$ cat src/rtl/bcd_time_pkg.sv
// Shared BCD types, time limits and helpers for the timekeeper.
package bcd_time_pkg;

  typedef logic [3:0] bcd_digit_t;

  localparam logic [7:0] HOUR_MAX = 8'h23;
  localparam logic [7:0] MIN_MAX  = 8'h59;
  localparam logic [7:0] SEC_MAX  = 8'h59;

  // Valid BCD ordering matches binary ordering, so a plain compare bounds the value.
  function automatic logic bcd_valid(input logic [7:0] v, input logic [7:0] max_bcd);
    return (v[7:4] <= 4'd9) && (v[3:0] <= 4'd9) && (v <= max_bcd);
  endfunction

  // Binary 0..19 to packed BCD.
  function automatic logic [7:0] small_bin_to_bcd(input logic [4:0] b);
    if (b >= 5'd10) return {4'd1, 4'(b - 5'd10)};
    return {4'd0, 4'(b)};
  endfunction

endpackage

$ cat src/rtl/bcd_mod_counter.sv
// Two-digit BCD modulo counter, up/down, with combinational carry/borrow for same-edge cascading.
module bcd_mod_counter
  import bcd_time_pkg::*;
#(
  parameter int MODULUS = 60
) (
  input  logic       clk,
  input  logic       reset,
  input  logic       en,
  input  logic       dir,
  input  logic       load,
  input  logic [7:0] load_val,
  output logic [7:0] value,
  output logic       carry
);

  localparam bcd_digit_t MAX_TENS = 4'((MODULUS - 1) / 10);
  localparam bcd_digit_t MAX_ONES = 4'((MODULUS - 1) % 10);
  localparam logic [7:0] MAX_BCD  = {MAX_TENS, MAX_ONES};

  bcd_digit_t tens, ones;
  logic [7:0] next_val;
  logic       at_max, at_min;

  assign tens   = value[7:4];
  assign ones   = value[3:0];
  assign at_max = (value == MAX_BCD);
  assign at_min = (value == 8'h00);
  assign carry  = en & (dir ? at_min : at_max);

  always_comb begin
    next_val = value;
    if (dir) begin
      if (at_min)              next_val = MAX_BCD;
      else if (ones == 4'd0)   next_val = {tens - 4'd1, 4'd9};
      else                     next_val = {tens, ones - 4'd1};
    end else begin
      if (at_max)              next_val = 8'h00;
      else if (ones == 4'd9)   next_val = {tens + 4'd1, 4'd0};
      else                     next_val = {tens, ones + 4'd1};
    end
  end

  always_ff @(posedge clk or posedge reset) begin
    if (reset)      value <= 8'h00;
    else if (load)  value <= load_val;
    else if (en)    value <= next_val;
  end

endmodule

$ cat src/rtl/bcd_timekeeper.sv
// 24-hour BCD time-of-day counter with tick prescaler, preset load and 12-hour display option.
module bcd_timekeeper
  import bcd_time_pkg::*;
#(
  parameter int WITH_SECONDS = 1,
  parameter int TICK_DIV     = 1
) (
  input  logic       clk,
  input  logic       reset,
  input  logic       tick,
  input  logic       dir,
  input  logic       mode12,
  input  logic       load,
  input  logic [7:0] load_h,
  input  logic [7:0] load_m,
  input  logic [7:0] load_s,
  output logic [7:0] hour,
  output logic [7:0] minute,
  output logic [7:0] second,
  output logic       pm,
  output logic       day_carry,
  output logic       load_err
);

  localparam bit         HAS_SEC    = (WITH_SECONDS != 0);
  localparam logic [15:0] PRESC_LAST = 16'(TICK_DIV - 1);

  logic [15:0] presc;
  logic        load_ok, advance, min_en, min_carry, hour_carry;
  logic [7:0]  hour_24;
  logic [4:0]  hour_bin, hour12_bin;

  assign load_ok = load & bcd_valid(load_h, HOUR_MAX) & bcd_valid(load_m, MIN_MAX)
                 & (!HAS_SEC || bcd_valid(load_s, SEC_MAX));
  // A load cycle swallows any tick, whether or not the load is accepted.
  assign advance = tick & ~load & (presc == PRESC_LAST);

  always_ff @(posedge clk or posedge reset) begin
    if (reset)              presc <= 16'd0;
    else if (load_ok)       presc <= 16'd0;
    else if (tick & ~load)  presc <= advance ? 16'd0 : presc + 16'd1;
  end

  generate
    if (HAS_SEC) begin : g_sec
      logic sec_carry;
      bcd_mod_counter #(.MODULUS(60)) u_sec (
        .clk(clk), .reset(reset), .en(advance), .dir(dir), .load(load_ok),
        .load_val(load_s), .value(second), .carry(sec_carry)
      );
      assign min_en = sec_carry;
    end else begin : g_nosec
      logic unused_load_s;
      assign unused_load_s = ^load_s;
      assign second        = 8'h00;
      assign min_en        = advance;
    end
  endgenerate

  bcd_mod_counter #(.MODULUS(60)) u_min (
    .clk(clk), .reset(reset), .en(min_en), .dir(dir), .load(load_ok),
    .load_val(load_m), .value(minute), .carry(min_carry)
  );

  bcd_mod_counter #(.MODULUS(24)) u_hour (
    .clk(clk), .reset(reset), .en(min_carry), .dir(dir), .load(load_ok),
    .load_val(load_h), .value(hour_24), .carry(hour_carry)
  );

  // day_carry needs an advance (no load) while load_err needs a load, so they never coincide.
  always_ff @(posedge clk or posedge reset) begin
    if (reset) begin
      day_carry <= 1'b0;
      load_err  <= 1'b0;
    end else begin
      day_carry <= hour_carry;
      load_err  <= load & ~load_ok;
    end
  end

  assign hour_bin = 5'(hour_24[7:4]) * 5'd10 + 5'(hour_24[3:0]);
  assign pm       = (hour_bin >= 5'd12);

  always_comb begin
    hour12_bin = hour_bin;
    if (hour_bin == 5'd0)       hour12_bin = 5'd12;
    else if (hour_bin > 5'd12)  hour12_bin = hour_bin - 5'd12;
  end

  assign hour = mode12 ? small_bin_to_bcd(hour12_bin) : hour_24;

endmodule

$ cat config.mk
export PLATFORM = sky130hd
export DESIGN_NAME = bcd_timekeeper
export DESIGN_NICKNAME = d
export VERILOG_FILES = /design/src/rtl/bcd_time_pkg.sv /design/src/rtl/bcd_mod_counter.sv /design/src/rtl/bcd_timekeeper.sv
export SDC_FILE = /design/constraint.sdc
export NUM_CORES = 1
export LEC_CHECK = 0
export BUFFER_PORTS_ARGS = -buffer_cell sky130_fd_sc_hd__buf_2
export CAP_MARGIN = 30
export CORE_MARGIN = 5
export CORE_UTILIZATION = 43
export CTS_BUF_LIST = sky130_fd_sc_hd__clkbuf_8
export CTS_CLUSTER_SIZE = 14
export DETAILED_ROUTE_END_ITERATION = 16
export GPL_TIMING_DRIVEN = 0
export PLACE_DENSITY = 0.66
export SETUP_SLACK_MARGIN = 0.15
export SYNTH_ARGS = -nofsm -noshare
export SYNTH_HDL_FRONTEND = slang
export SYNTH_SLANG_ARGS = --single-unit
$ cat constraint.sdc
create_clock -name clk -period 3.95 [get_ports clk]
set_input_delay 0.395 -clock clk [delete_from_list [all_inputs] [get_ports clk]]
set_output_delay 0.395 -clock clk [all_outputs]
set_load 0.02 [all_outputs]
**Word level (Yosys, flattened, before mapping)**

Index checks and enable logic that the tools add are counted.

- Bits in registers: 42
- Output and inout port bits: 27
- Word-level logic and storage cells: 115

- Add/sub/neg operators: 16
- Multiplexer cells: 33
- Reductions and logical operators: 24
- Multipliers: 1
- Bitwise logic cells: 11
- Equality and inequality tests: 9
- Magnitude comparators: 12

Operators by type and width:

| cell | number |
|---|---|
| two-way mux 8 bit | 24 |
| two-way mux 16 bit | 3 |
| adder 4 x 1 -> 4 bit (second input constant) | 6 |
| less-or-equal comparator 4 bit (second input constant) | 6 |
| logical NOT 8 bit | 3 |
| subtractor 4 x 1 -> 4 bit (second input constant) | 6 |
| adder 16 x 1 -> 16 bit (second input constant) | 1 |
| equality test 8 x 7 -> 1 bit (second input constant) | 2 |
| less-or-equal comparator 8 x 7 -> 1 bit (second input constant) | 2 |
| logical NOT 16 bit | 1 |
| equality test 4 bit (second input constant) | 3 |
| logical NOT 4 bit | 3 |
| inequality test 4 x 1 -> 1 bit (second input constant) | 3 |
| nonzero test 4 bit | 3 |
| greater-or-equal comparator 5 x 4 -> 1 bit (second input constant) | 2 |
| two-way mux 5 bit | 2 |
| bitwise AND 1 bit | 9 |
| AND reduction 3 bit | 3 |
| equality test 8 x 6 -> 1 bit (second input constant) | 1 |
| less-or-equal comparator 8 x 6 -> 1 bit (second input constant) | 1 |
| nonzero test 2 bit | 4 |
| logical AND 1 bit | 6 |
| adder 5 x 4 -> 5 bit | 1 |
| greater-than comparator 5 x 4 -> 1 bit (second input constant) | 1 |
| 6 further kinds | 10 |

**Longest topological paths before layout**

Gate-level depths: netlist of the first run.

- Depth after elaboration: 9
- Gate-level depth with buffers: 14
- Gate-level depth less buffers: 14

**Hierarchy**

From an unflattened synthesis of the first run, not the netlist that was laid out.

- Cell total of the unflattened synthesis: 473
- Area, all modules: 4,021.4 um^2

Modules (own cells, without submodules):

| module | times used | cells an instance | area each (um^2) |
|---|---|---|---|
| bcd_mod_counter at g_sec.u_sec ... | 2 | 103 | 859.6 |
| bcd_timekeeper | 1 | 163 | 1,416.4 |
| bcd_mod_counter at u_hour | 1 | 104 | 885.8 |

**Worst setup path after synthesis of the first run**

No wires, ideal clock.

- Path type: register to output
- Start: reg u_hour.value[4]
- End: out hour[1]
- Stages on the path, launching flop included: 15
- Arrival: 3.853 ns
- Path slack: -0.298 ns
- Cell sequence: dfrtp_1 > ha_1 > ha_1 > xor2_1 > ha_1 > nor3b_1 > o21a_1 > nor2_1 > a21oi_1 > inv_1 > ha_1 > o21ai_0 > nand3_1 > or2_2 > o311ai_0

- Word-level cells in the longest chain between the ends: 9
- Elaborated cells on any way between the ends: 13
- Classes of those cells: add/sub: 3; mul: 1; order compare: 2; mux: 6; reduce/logical: 1

RTL lines:

| element | line | source |
|---|---|---|
| from (decl) | bcd_mod_counter.sv:13 | `output logic [7:0] value,` |
| from (signal assigned) | bcd_mod_counter.sv:46 | `else if (load) value <= load_val;` |
| from (signal assigned) | bcd_mod_counter.sv:47 | `else if (en) value <= next_val;` |
| multiplier 4 x 3 -> 4 bit * | bcd_timekeeper.sv:81 | `assign hour_bin = 5'(hour_24[7:4]) * 5'd10 + 5'(hour_24[3:0]);` |
| adder 5 x 4 -> 5 bit * | bcd_timekeeper.sv:81 |  |
| subtractor 5 x 4 -> 5 bit or greater-than comparator 5 x 4 -> 1 bit (tied branches) | bcd_timekeeper.sv:87 | `else if (hour_bin > 5'd12) hour12_bin = hour_bin - 5'd12;` |
| two-way mux 5 bit | bcd_timekeeper.sv:87 |  |
| two-way mux 5 bit * | bcd_timekeeper.sv:86 | `if (hour_bin == 5'd0) hour12_bin = 5'd12;` |
| subtractor 4 bit or greater-or-equal comparator 5 x 4 -> 1 bit (tied branches) | bcd_time_pkg.sv:17 | `if (b >= 5'd10) return {4'd1, 4'(b - 5'd10)};` |
| two-way mux 8 bit or two-way mux 1 bit (tied branches) | bcd_time_pkg.sv:17 |  |
| two-way mux 8 bit * | bcd_time_pkg.sv:18 | `return {4'd0, 4'(b)};` |
| two-way mux 8 bit * | bcd_timekeeper.sv:90 | `assign hour = mode12 ? small_bin_to_bcd(hour12_bin) : hour_24;` |
| to (decl) | bcd_timekeeper.sv:17 | `output logic [7:0] hour,` |

Every way passes the cells marked *; elsewhere a longest branch is shown, timed or not. The select of a mux whose other input is x is not followed.

**Worst setup path in the final report of the first run**

Ends and elaborated chain as after synthesis.

==> results of run 1 <==
[cell type report]
| class | count | share of cell area |
|---|---|---|
| Inverter | 24 | 0.0194 |
| Clock inverter | 3 | 0.00808 |
| Clock buffer | 5 | 0.0148 |
| Tap cell | 108 | 0.0291 |
| Multi-Input combinational cell | 392 | 0.595 |
| Timing Repair Buffer | 69 | 0.0884 |
| Buffer | 22 | 0.0183 |
| Sequential cell | 42 | 0.227 |
[layer usage]
layer / track usage / vias to the layer above
met1: 0.276 / 1897
met2: 0.333 / 121
met5: 0 / -
li1: - / 1910
met3: 0.0304 / 16
met4: 0.0703 / 0
[worst min-delay path: cells and delay by family]
family / cells / cell delay (ps)
and+or+nand+nor: 1 / 40
AOI/OAI and AO/OA: 1 / 50
buffers and inverters: 1 / 80
[power groups by stage]
stage | logic, W | registers [W] | clock network, W
after floorplan | 0.000590 | 0.000665 | 0
after global placement | 0.000797 | 0.000658 | 0
after detailed placement | 0.000822 | 0.000662 | 0
after CTS | 0.000915 | 0.000655 | 0.000353
after global routing | 0.00108 | 0.000677 | 0.000374
final | 0.000964 | 0.000659 | 0.000348
[cells in the final DEF, fill, tap and decap left out, drive strengths merged, types with 7 or more instances in the layout]
master	n
nor4	7
inv	26
nor2	51
dfrtp	42
or3	12
ha	30
nand3	23
a31oi	10
nor3	10
clkbuf	25
nor2b	7
buf	70
o211ai	11
xnor2	10
mux2i	8
o21ai	38
a21oi	28
nand2	46
[how the worst max path moves through the flow]
| stage | from | to | cells past startpoint |
|---|---|---|---|
| 2_1_floorplan | u_hour.value[4] | hour[1] | 14 |
| 3_3_place_gp | u_hour.value[4] | hour[1] | 15 |
| 3_5_place_dp | u_hour.value[4] | hour[1] | 15 |
| 4_1_cts | u_hour.value[4] | hour[1] | 15 |
| 5_1_grt | u_hour.value[4] | hour[1] | 15 |
| 6_report | u_hour.value[4] | hour[1] | 15 |
[cells by family (layout without fill, tap and decap cells)]
| logic type | after synthesis | count (layout) | synth area share |
|---|---|---|---|
| and+or+nand+nor | 199 | 199 | 0.271 |
| buffers and inverters | 46 | 123 | 0.0462 |
| muxes | 10 | 10 | 0.0300 |
| adders and majority gates | 31 | 31 | 0.104 |
| AOI/OAI and AO/OA | 136 | 136 | 0.231 |
| xor gates and xnor gates | 16 | 16 | 0.0406 |
| DFF | 42 | 42 | 0.277 |
[metrics by stage]
step	cells	setup slack [ps]	cell area (um^2)
after floorplan	480	208	3810
after global placement	643	-96.8	4220
after detailed placement	645	-219	4240
after CTS	665	100	4570
after global routing	665	-96.9	4640
final	665	2.86	4640
[repair_timing]
item,CTS,global route
pin swaps,10,9
buffers inserted,11,0
hold buffers,1,0
resized for setup,27,14
hold endpoints to repair,4,0
endpoints found under the setup margin,4,4
[sequential cells by signal, indices dropped and copies added (netlist names)]
| signal | count |
|---|---|
| u_hour.value | 8 |
| day_carry | 1 |
| load_err | 1 |
| u_min.value | 8 |
| presc | 16 |
| g_sec.u_sec.value | 8 |
==> Implementation_results.wiki, run 1 <==
{| class="wikitable"
! Metric !! Value
|-
| Sequential element share of the synthesized area || 0.277
|-
| Drt initial violations || 236
|-
| Top-count cell post-synth || sky130_fd_sc_hd__nor2_1
|-
| Depth of the worst register-to-register path || 9
|-
| Syn nets || 541
|-
| Detailed Route WL || 11,200 um
|-
| Buffering stage count on the worst path with inverters included || 2
|-
| Net count, final || 617
|-
| Reg clk slew, reported paths || 90 ps
|-
| Delay-heaviest family, CP || adder cells
|-
| Number of sinks driven by the clock tree || 42
|-
| All-Layer GR Usage || 0.204
|-
| Metal3 WL || 514 um
|-
| Layout filler cell count || 822
|-
| Count of flip-flops with a built-in enable after synthesis || 0
|-
| List of most frequent post-synthesis cells || 51 x sky130_fd_sc_hd__nor2_1, 46 x sky130_fd_sc_hd__nand2_1, 42 x sky130_fd_sc_hd__dfrtp_1
|-
| Count of maximum capacitance violations || 0
|-
| Top Ports || 57
|-
| Hold path startpoint || load_s[0]
|-
| Grt total ovfl || 0
|-
| Combinational cell fraction of total power || 0.489
|-
| Core region area || 8640 um^2
|-
| Proportion of layout cells with a drive suffix above 1 || 0.201
|-
| Post-synthesis cell count || 480
|-
| Post-route core utilization || 0.538
|-
| Slew at the pin closest to its max-slew limit || 854 ps
|-
| Final ANT Viol Nets || 0
|-
| Cells along the critical path || ha_4 > fa_2 > xor2_4 > ha_4 > nor3b_4 > o21a_1 > nor2_2 > a21oi_2 > inv_2 > ha_4 > o21ai_2 > nand3_2 > or2_4 > o311ai_2 > buf_4
|-
| Static Leakage || 1.99 nW
|-
| Synthesis-to-layout area growth || 22.5%
|-
| Maximum count of clock buffers along a single path || 2
|-
| Total number of vias || 3,944
|-
| Combined flip-flop and latch cell area || 1050 um^2
|-
| Crit path capture type || output port
|-
| TritonCTS clock tree || done
|-
| Required arrival time at the worst endpoint || 3560 ps
|-
| Initial antenna violation count || 0
|-
| Number of setup violations in the final report || 0
|-
| Count of final hold-check violations || 0
|-
| Reg-to-Reg End || u_hour.value[1]
|-
| CP Class || reg2out
|-
| WHS Endpoint || g_sec.u_sec.value[0]
|-
| Via density || 5.93
|-
| Share of synthesized registers carrying an async set or reset || 1.00
|-
| Post-synth top area cell || sky130_fd_sc_hd__dfrtp_1
|-
| Weighted congestion at the end of routability-driven global placement || 0.877
|-
| Reg power frac || 0.334
|-
| Pin count of the biggest net entering global routing || 39
|-
| Synthesis-stage register bit count || 42
|-
| Flip-flop cell with the highest count after synthesis || sky130_fd_sc_hd__dfrtp_1
|-
| Max-slew headroom at the worst pin || 0.423
|-
| Number of warnings issued by yosys || 0
|-
| Final routed wire length divided by cell count || 16.8 um
|-
| Per-instance average area after synthesis || 7.90 um^2
|-
| Highest metal layer with signal wires || met4
|-
| Slack of the worst reg-to-reg path || 940 ps
|-
| DR WL met2 || 5390 um
|-
| Crit path arrival time || 3550 ps
|-
| Sum of routed wire segments on met1 || 5070 um
|-
| Worst clock skew || 10.3 ps
|-
| Area share of the largest cell type after synthesis || 0.277
|-
| Power density over the cells || 424 nW/um^2
|-
| Clock group share of total power || 0.176
|-
| Cell Area, Synth || 3790 um^2
|-
| TritonCTS Buffers || 5
|-
| Die Y-Extent || 104 um
|-
| Insertion delay of the later-clocked pin in the worst-skew pair || 310 ps
|-
| Antenna diode count || 0
|-
| Die span in x || 104 um
|-
| Placed wire-length estimate after detailed placement || 8160 um
|-
| Via count of the first global-routing pass || 3,868
|-
| Final hold slack || 293 ps
|-
| Top area cells in the synthesized netlist || sky130_fd_sc_hd__dfrtp_1 28%, sky130_fd_sc_hd__ha_1 9.9%, sky130_fd_sc_hd__nor2_1 5.1%, sky130_fd_sc_hd__o21ai_0 5.0%, sky130_fd_sc_hd__nand2_1 4.6%
|-
| CTS H-Tree Depth || 2
|-
| Area of the die || 10,800 um^2
|-
| Fmax || 253 MHz
|-
| Total negative slack for setup checks || 0 ps
|-
| Crit Reg-Reg Startpoint || g_sec.u_sec.value[0]
|-
| 1st-pass router iterations || 5
|-
| Standard-cell rows || 34
|-
| Period Utilization, post-route || 0.999
|-
| Distinct cell type count of the synthesized netlist || 58
|-
| Net Switching || 0.000844 W
|-
| Outcome || finished clean
|-
| Total DRC errors in the routed layout || 0
|-
| Shortest clock period the worst path allows after layout || 3950 ps
|-
| IR Drop Worst-Case VDD || 0.309 mV
|-
| Effective utilization at floorplan || 0.439
|-
| Worst-path cell with the longest stage delay || sky130_fd_sc_hd__dfrtp_2
|-
| Number of input and output port buffers inserted || 55
|-
| Cell Int Power || 0.00113 W
|-
| RSZ-0062 raised after global routing || yes
|-
| Root Buffer || sky130_fd_sc_hd__clkbuf_8
|-
| CP Max Fanout || 4
|-
| Most numerous cell on the critical path || sky130_fd_sc_hd__ha_4
|-
| Overall Power || 0.00197 W
|-
| Delay of the slowest critical-path stage || 460 ps
|-
| Wire length of the first global-routing pass || 18,700 um
|-
| Switching power share of the total || 0.428
|-
| Instance count along the most critical hold path || 3
|-
| Path category of the worst min-delay check || in2reg
|-
| Area of the multi-input gates || 2760 um^2
|-
| Max-slew violations || 0
|-
| Category of the worst setup path launch point || flop
|}
Note: power is estimated with default switching activity, not from simulation.
==> inputs of run 2 (changes only) <==
--- a/config.mk
+++ b/config.mk
@@ -7,7 +7,6 @@
 export LEC_CHECK = 0
 export BUFFER_PORTS_ARGS = -buffer_cell sky130_fd_sc_hd__buf_2
 export CAP_MARGIN = 30
-export CORE_MARGIN = 5
 export CORE_UTILIZATION = 43
 export CTS_BUF_LIST = sky130_fd_sc_hd__clkbuf_8
 export CTS_CLUSTER_SIZE = 14
@@ -17,4 +16,5 @@
 export SETUP_SLACK_MARGIN = 0.15
 export SYNTH_ARGS = -nofsm -noshare
 export SYNTH_HDL_FRONTEND = slang
+export SYNTH_HIERARCHICAL = 1
 export SYNTH_SLANG_ARGS = --single-unit
==> Implementation_results.wiki, run 2 <==
{| class="wikitable"
! Metric !! Value
|-
| Grt total ovfl || 0
|-
| Worst setup timing slack at the placement stage || -268 ps
|-
| Per-instance average area after synthesis || 8.50 um^2
|-
| Core region area || 8890 um^2
|-
| Combinational cell fraction of total power || 0.534
|-
| Via density || 5.94
|-
| Final ANT Viol Nets || 0
|-
| Wire length of the first global-routing pass || 17,500 um
|-
| Max-slew headroom at the worst pin || 0.495
|-
| IR Drop Worst-Case VDD || 0.274 mV
|-
| TritonCTS Buffers || 5
|-
| Maximum count of clock buffers along a single path || 2
|-
| Most numerous cell on the critical path || sky130_fd_sc_hd__ha_4
|-
| Busiest metal layer after global routing || met2
|-
| TritonCTS clock tree || done
|-
| Crit path arrival time || 3400 ps
|-
| M1 GR Usage || 0.301
|-
| Shortest clock period the worst path allows after layout || 3800 ps
|-
| Standard-cell rows || 34
|-
| Distinct cell type count of the synthesized netlist || 70
|-
| Fmax || 263 MHz
|-
| Most used cells in the layout excluding fill and tap cells || 56 x sky130_fd_sc_hd__buf_2, 43 x sky130_fd_sc_hd__nor2_1, 39 x sky130_fd_sc_hd__dfrtp_1
|-
| Static Leakage || 2.20 nW
|-
| Post-synthesis cell count || 473
|-
| Number of warnings issued by yosys || 6
|-
| Final routed wire length divided by cell count || 15.9 um
|-
| Reg clk slew, reported paths || 100 ps
|-
| Met3 Resource Use GR || 0.0270
|-
| Number of setup violations in the final report || 0
|-
| Final non-filler cell total || 664
|-
| Placed wire-length estimate after detailed placement || 7600 um
|-
| Cells along the critical path || ha_4 > fa_2 > xor2_4 > ha_4 > or3b_4 > nand3_2 > a21oi_2 > mux2_4 > ha_4 > or3_1 > a31oi_2 > buf_4
|-
| Largest register FFs || 16
|-
| Number of input and output port buffers inserted || 56
|-
| Delay of the slowest critical-path stage || 460 ps
|-
| Syn nets || 537
|-
| All-Layer GR Usage || 0.220
|-
| Clock group share of total power || 0.151
|-
| Top Ports || 57
|-
| Met2 capacity usage during global routing || 0.372
|-
| Category of the worst setup path launch point || flop
|-
| Flip-flop cell with the highest count after synthesis || sky130_fd_sc_hd__dfrtp_1
|-
| Proportion of layout cells with a drive suffix above 1 || 0.243
|-
| Cell Area, Synth || 4020 um^2
|-
| Max-slew violations || 0
|-
| Root Buffer || sky130_fd_sc_hd__clkbuf_8
|-
| Insertion delay of the later-clocked pin in the worst-skew pair || 300 ps
|-
| Net count, final || 619
|-
| Crit Reg-Reg Startpoint || presc[0]
|-
| CP Class || reg2out
|-
| Count of final hold-check violations || 0
|-
| Count of flip-flops with a built-in enable after synthesis || 0
|-
| Outcome || finished clean
|-
| Period Utilization, post-route || 0.961
|-
| Top area cells in the synthesized netlist || sky130_fd_sc_hd__dfrtp_1 26%, sky130_fd_sc_hd__ha_1 10%, sky130_fd_sc_hd__nor2_1 4.0%, sky130_fd_sc_hd__xor2_1 3.9%, sky130_fd_sc_hd__inv_1 3.3%
|-
| PnR worst setup slack || 154 ps
|-
| Synthesis-stage register bit count || 42
|-
| Reg power frac || 0.315
|-
| CP Max Fanout || 3
|-
| Worst clock skew || 5.42 ps
|-
| Initial antenna violation count || 0
|-
| Synthesis-to-layout area growth || 21.3%
|-
| Die span in x || 98.7 um
|-
| Setup crit start || u_hour/value[4]
|-
| Antenna diode count || 0
|-
| Switching power share of the total || 0.446
|-
| Commonest non-fill, non-tap cell in the layout || sky130_fd_sc_hd__buf_2
|-
| Register ranked first by flip-flop count || presc
|-
| Net Switching || 0.000889 W
|-
| Count of maximum capacitance violations || 0
|-
| Detailed Route WL || 10,600 um
|-
| CTS H-Tree Depth || 2
|-
| Weighted congestion at the end of routability-driven global placement || 0.883
|-
| Crit path capture type || output port
|-
| List of most frequent post-synthesis cells || 43 x sky130_fd_sc_hd__nor2_1, 42 x sky130_fd_sc_hd__dfrtp_1, 35 x sky130_fd_sc_hd__inv_1
|-
| Sequential element share of the synthesized area || 0.261
|-
| Area of all placed cells without fillers || 4880 um^2
|-
| Number of sinks driven by the clock tree || 42
|-
| Total DRC errors in the routed layout || 0
|-
| Cell count after placement || 637
|-
| Power density over the cells || 409 nW/um^2
|-
| Worst-path cell with the longest stage delay || sky130_fd_sc_hd__dfrtp_2
|-
| Post-synth top area cell || sky130_fd_sc_hd__dfrtp_1
|-
| Pin count of the biggest net entering global routing || 23
|-
| Path category of the worst min-delay check || in2async
|-
| Effective utilization at floorplan || 0.452
|-
| Top-count cell post-synth || sky130_fd_sc_hd__nor2_1
|-
| Layout filler cell count || 802
|-
| Share of synthesized registers carrying an async set or reset || 1.00
|-
| RSZ-0062 raised after global routing || yes
|-
| Area share of the largest cell type after synthesis || 0.261
|-
| Total number of vias || 3,945
|-
| Area of the die || 9740 um^2
|-
| Die Y-Extent || 98.7 um
|-
| Drt initial violations || 231
|-
| Required arrival time at the worst endpoint || 3560 ps
|-
| Instance area after placement || 4460 um^2
|-
| Overall Power || 0.00199 W
|-
| Cell Int Power || 0.00111 W
|-
| Via count of the first global-routing pass || 3,681
|-
| Slew at the pin closest to its max-slew limit || 757 ps
|-
| 1st-pass router iterations || 5
|}
==> run 2: cell count changes in the layout (fill, tap and decap cells not counted), moves of 7 or more <==
cell	before	now
sky130_fd_sc_hd__nand2_1	46	20
sky130_fd_sc_hd__o21ai_0	36	16
sky130_fd_sc_hd__xor2_1	4	17
sky130_fd_sc_hd__inv_1	23	34
sky130_fd_sc_hd__buf_4	13	22
sky130_fd_sc_hd__or3_1	12	3
sky130_fd_sc_hd__nand3b_1	5	13
sky130_fd_sc_hd__xnor2_1	10	2
sky130_fd_sc_hd__nor2_1	50	43
==> run 2: what timing repair did <==
action / CTS / global route
resized for setup: 32 / 3
pin swaps: 12 / 12
setup buffers: 14 / 5
setup endpoints to repair: 12 / 12
hold endpoints to repair: 0 / 0
hold buffers: 0 / 0
==> run 2: worst paths after layout <==
| path | endpoint | slack [ps] | cells after the start |
|---|---|---|---|
| worst max-delay path | hour[3] | 150 | 12 |
| worst min register to register | presc[15] | 560 | 2 |
| min in group clk | u_hour/value[0] | 300 | 3 |
| worst max register to register | u_hour/value[2] | 440 | 15 |
| worst min-delay path | u_min/value[2] | 90 | 2 |
| max in group asynchronous | presc[0] | 3220 | 2 |
==> run 2: power by group through the flow <==
stage	Combinational (W)	Sequential, W	Clock, W
final	0.00106	0.000629	0.000300
after global routing	0.00117	0.000646	0.000324
after CTS	0.00104	0.000627	0.000312
after detailed placement	0.000916	0.000636	0
after global placement	0.000893	0.000633	0
after floorplan	0.000636	0.000664	0
==> run 2: worst max-delay path, delay by kind of cell (launching register included) <==
| family | cells | cell delay [ps] |
|---|---|---|
| flops | 1 | 460 |
| compound gates | 2 | 210 |
| xor+xnor | 1 | 240 |
| fa+ha+maj | 4 | 890 |
| buf+inv | 1 | 160 |
| simple gates | 3 | 860 |
| mux | 1 | 280 |
==> run 2: layout make-up <==
type / instances / area, um^2 / area share
repair buffers: 75 / 437 / 0.0896
well taps: 108 / 135 / 0.0277
clock inverters: 3 / 21.3 / 0.00436
plain buffers: 20 / 87.6 / 0.0180
flip-flops and latches: 42 / 1050 / 0.216
inverters: 35 / 131 / 0.0269
multi-input cells: 376 / 2940 / 0.603
clock buffers: 5 / 68.8 / 0.0141
==> run 2: cells by family (layout without fill, tap and decap cells) <==
logic type	Yosys count	count (layout)	share of synthesized area
AND/OR/NAND/NOR	191	191	0.278
AO/OA/AOI/OAI	117	117	0.214
XOR/XNOR	21	21	0.0492
flip-flops	42	42	0.261
multiplexers	13	13	0.0355
buffers and inverters	55	138	0.0544
adder cells (fa/ha/maj)	34	34	0.108
==> run 2: layer usage <==
metal  wire (um)  vias to the layer above
met1        4970                     1895
met3         481                        8
met2        5040                      123
met5           0                        -
met4          92                        0
li1            -                     1919
==> run 2: stage by stage <==
| step | TNS [ps] | hold WS (ps) | utilization |
|---|---|---|---|
| 2_1_floorplan | 0 | 211 | - |
| 3_3_place_gp | -4570 | 422 | 0.501 |
| 3_5_place_dp | -1320 | 420 | 0.502 |
| 4_1_cts | 0 | 83.6 | 0.542 |
| 5_1_grt | 0 | 108 | 0.548 |
| 6_report | 0 | 86.0 | 0.548 |
==> inputs of run 3 (changes only) <==
--- a/config.mk
+++ b/config.mk
@@ -16,5 +16,4 @@
 export SETUP_SLACK_MARGIN = 0.15
 export SYNTH_ARGS = -nofsm -noshare
 export SYNTH_HDL_FRONTEND = slang
-export SYNTH_HIERARCHICAL = 1
 export SYNTH_SLANG_ARGS = --single-unit
==> Implementation_results.wiki, run 3 (synthesized netlist as in run 1, its figures left out) <==
{| class="wikitable"
! Metric !! Value
|-
| Count of maximum capacitance violations || 0
|-
| Post-route core utilization || 0.552
|-
| Via count of the first global-routing pass || 3,697
|-
| Path category of the worst min-delay check || in2async
|-
| Buffering stage count on the worst path with inverters included || 2
|-
| IR Drop Worst-Case VDD || 0.307 mV
|-
| Reg-to-Reg End || u_hour.value[1]
|-
| Final routed wire length divided by cell count || 17.1 um
|-
| Final ANT Viol Nets || 0
|-
| Weighted congestion at the end of routability-driven global placement || 0.962
|-
| All-Layer GR Usage || 0.254
|-
| Crit path capture type || output port
|-
| Top Ports || 57
|-
| Worst clock skew || 9.20 ps
|-
| Largest register FFs || 16
|-
| M1 GR Usage || 0.338
|-
| Switching power share of the total || 0.428
|-
| Crit path arrival time || 3550 ps
|-
| Insertion delay of the later-clocked pin in the worst-skew pair || 310 ps
|-
| Commonest non-fill, non-tap cell in the layout || sky130_fd_sc_hd__buf_2
|-
| Period Utilization, post-route || 0.998
|-
| Area of the multi-input gates || 2730 um^2
|-
| Maximum count of clock buffers along a single path || 2
|-
| Crit Reg-Reg Startpoint || g_sec.u_sec.value[0]
|-
| Total DRC errors in the routed layout || 0
|-
| Static Leakage || 2.00 nW
|-
| Standard-cell rows || 33
|-
| Area of the die || 9190 um^2
|-
| Proportion of layout cells with a drive suffix above 1 || 0.209
|-
| Register ranked first by flip-flop count || presc
|-
| Reg clk slew, reported paths || 90 ps
|-
| Cell Int Power || 0.00113 W
|-
| Die Y-Extent || 95.9 um
|-
| Final non-filler cell total || 666
|-
| Required arrival time at the worst endpoint || 3560 ps
|-
| Effective utilization at floorplan || 0.452
|-
| Worst-path cell with the longest stage delay || sky130_fd_sc_hd__dfrtp_2
|-
| Met3 Resource Use GR || 0.0300
|-
| RSZ-0062 raised after global routing || yes
|-
| Detailed Route WL || 11,400 um
|-
| Synthesis-to-layout area growth || 22.1%
|-
| Depth of the worst register-to-register path || 9
|-
| Net Switching || 0.000848 W
|-
| Slew at the pin closest to its max-slew limit || 799 ps
|-
| Delay of the slowest critical-path stage || 470 ps
|-
| Wire length of the first global-routing pass || 18,100 um
|-
| Reg power frac || 0.332
|-
| Number of sinks driven by the clock tree || 42
|-
| Initial antenna violation count || 0
|-
| Most numerous cell on the critical path || sky130_fd_sc_hd__ha_4
|-
| Grt total ovfl || 0
|-
| Placed wire-length estimate after detailed placement || 7950 um
|-
| Total number of vias || 3,988
|-
| Category of the worst setup path launch point || flop
|-
| CP Max Fanout || 4
|-
| Count of final hold-check violations || 0
|-
| Net count, final || 621
|-
| Combined flip-flop and latch cell area || 1050 um^2
|-
| Most used cells in the layout excluding fill and tap cells || 55 x sky130_fd_sc_hd__buf_2, 51 x sky130_fd_sc_hd__nor2_1, 46 x sky130_fd_sc_hd__nand2_1
|-
| Number of setup violations in the final report || 0
|-
| Max-slew violations || 0
|-
| Post-CTS Hold Buffers || 0
|-
| Fmax || 254 MHz
|-
| Root Buffer || sky130_fd_sc_hd__clkbuf_8
|-
| TritonCTS clock tree || done
|-
| TritonCTS Buffers || 5
|-
| Pin count of the biggest net entering global routing || 26
|-
| Met2 capacity usage during global routing || 0.425
|-
| Outcome || finished clean
|-
| Number of input and output port buffers inserted || 55
|-
| Antenna diode count || 0
|-
| Drt initial violations || 199
|-
| Core region area || 8380 um^2
|-
| Via density || 5.99
|-
| 1st-pass router iterations || 4
|-
| Shortest clock period the worst path allows after layout || 3940 ps
|-
| CTS H-Tree Depth || 2
|-
| Delay-heaviest family, CP || adder cells
|-
| Power density over the cells || 428 nW/um^2
|-
| Max-slew headroom at the worst pin || 0.460
|-
| Slack of the worst reg-to-reg path || 960 ps
|-
| Busiest metal layer after global routing || met2
|-
| Combinational cell fraction of total power || 0.484
|-
| Cells along the critical path || ha_4 > ha_4 > xor2_4 > ha_4 > nor3b_4 > o21a_1 > nor2_1 > a21oi_2 > inv_2 > ha_4 > o211ai_1 > o21ai_1 > or2_4 > o311ai_2 > buf_4
|-
| Die span in x || 95.9 um
|-
| Clock group share of total power || 0.184
|-
| Cell count after placement || 642
|-
| CP Class || reg2out
|-
| Layout filler cell count || 789
|}
==> run 3: repair_timing <==
item	in CTS	in global routing
pin swaps	8	4
hold endpoints to repair	0	0
resized for setup	20	15
buffers inserted	11	5
endpoints found under the setup margin	4	3
==> run 3: area by class of cell <==
class,instances,area share
timing repair buffer,73,0.0925
sequential,42,0.228
buffer,22,0.0187
tap,105,0.0284
multi-input combinational,392,0.589
inverter,24,0.0195
clock buffer,5,0.0149
clock inverter,3,0.00946
==> run 3: worst max path at each step <==
| stage | startpoint | endpoint | slack (ps) | cells past startpoint |
|---|---|---|---|---|
| finish | u_hour.value[4] | hour[1] | 7 | 15 |
| detailed placement | u_hour.value[4] | hour[1] | -230 | 15 |
| floorplan | u_hour.value[4] | hour[1] | 210 | 14 |
| CTS | u_hour.value[4] | hour[1] | 100 | 15 |
| global route | u_hour.value[4] | hour[1] | -90 | 15 |
| global placement | u_hour.value[4] | hour[1] | -140 | 15 |
==> run 3: power groups by stage <==
stage / combinational (W) / clock, W / sequential, W
after global placement: 0.000797 / 0 / 0.000657
after global routing: 0.00106 / 0.000392 / 0.000677
final: 0.000958 / 0.000365 / 0.000656
after floorplan: 0.000590 / 0 / 0.000665
after detailed placement: 0.000819 / 0 / 0.000658
after CTS: 0.000893 / 0.000371 / 0.000652
==> run 3: stage by stage <==
stage	hold slack (ps)	setup TNS [ps]	power, W	setup WS [ps]	area, um^2
after floorplan	510	0	0.00126	208	3810
after global placement	570	-291	0.00145	-139	4220
after detailed placement	412	-531	0.00148	-228	4240
after CTS	70.7	0	0.00192	101	4530
after global routing	93.7	-126	0.00213	-90.6	4630
final	59.8	0	0.00198	7.08	4630
==> run 3: routing by layer <==
layer,vias to the layer above,routed length (um),share of wire
li1,1927,-,-
met2,119,5410,0.47
met4,0,295,0.026
met3,26,482,0.042
met5,-,0,0
met1,1916,5230,0.46
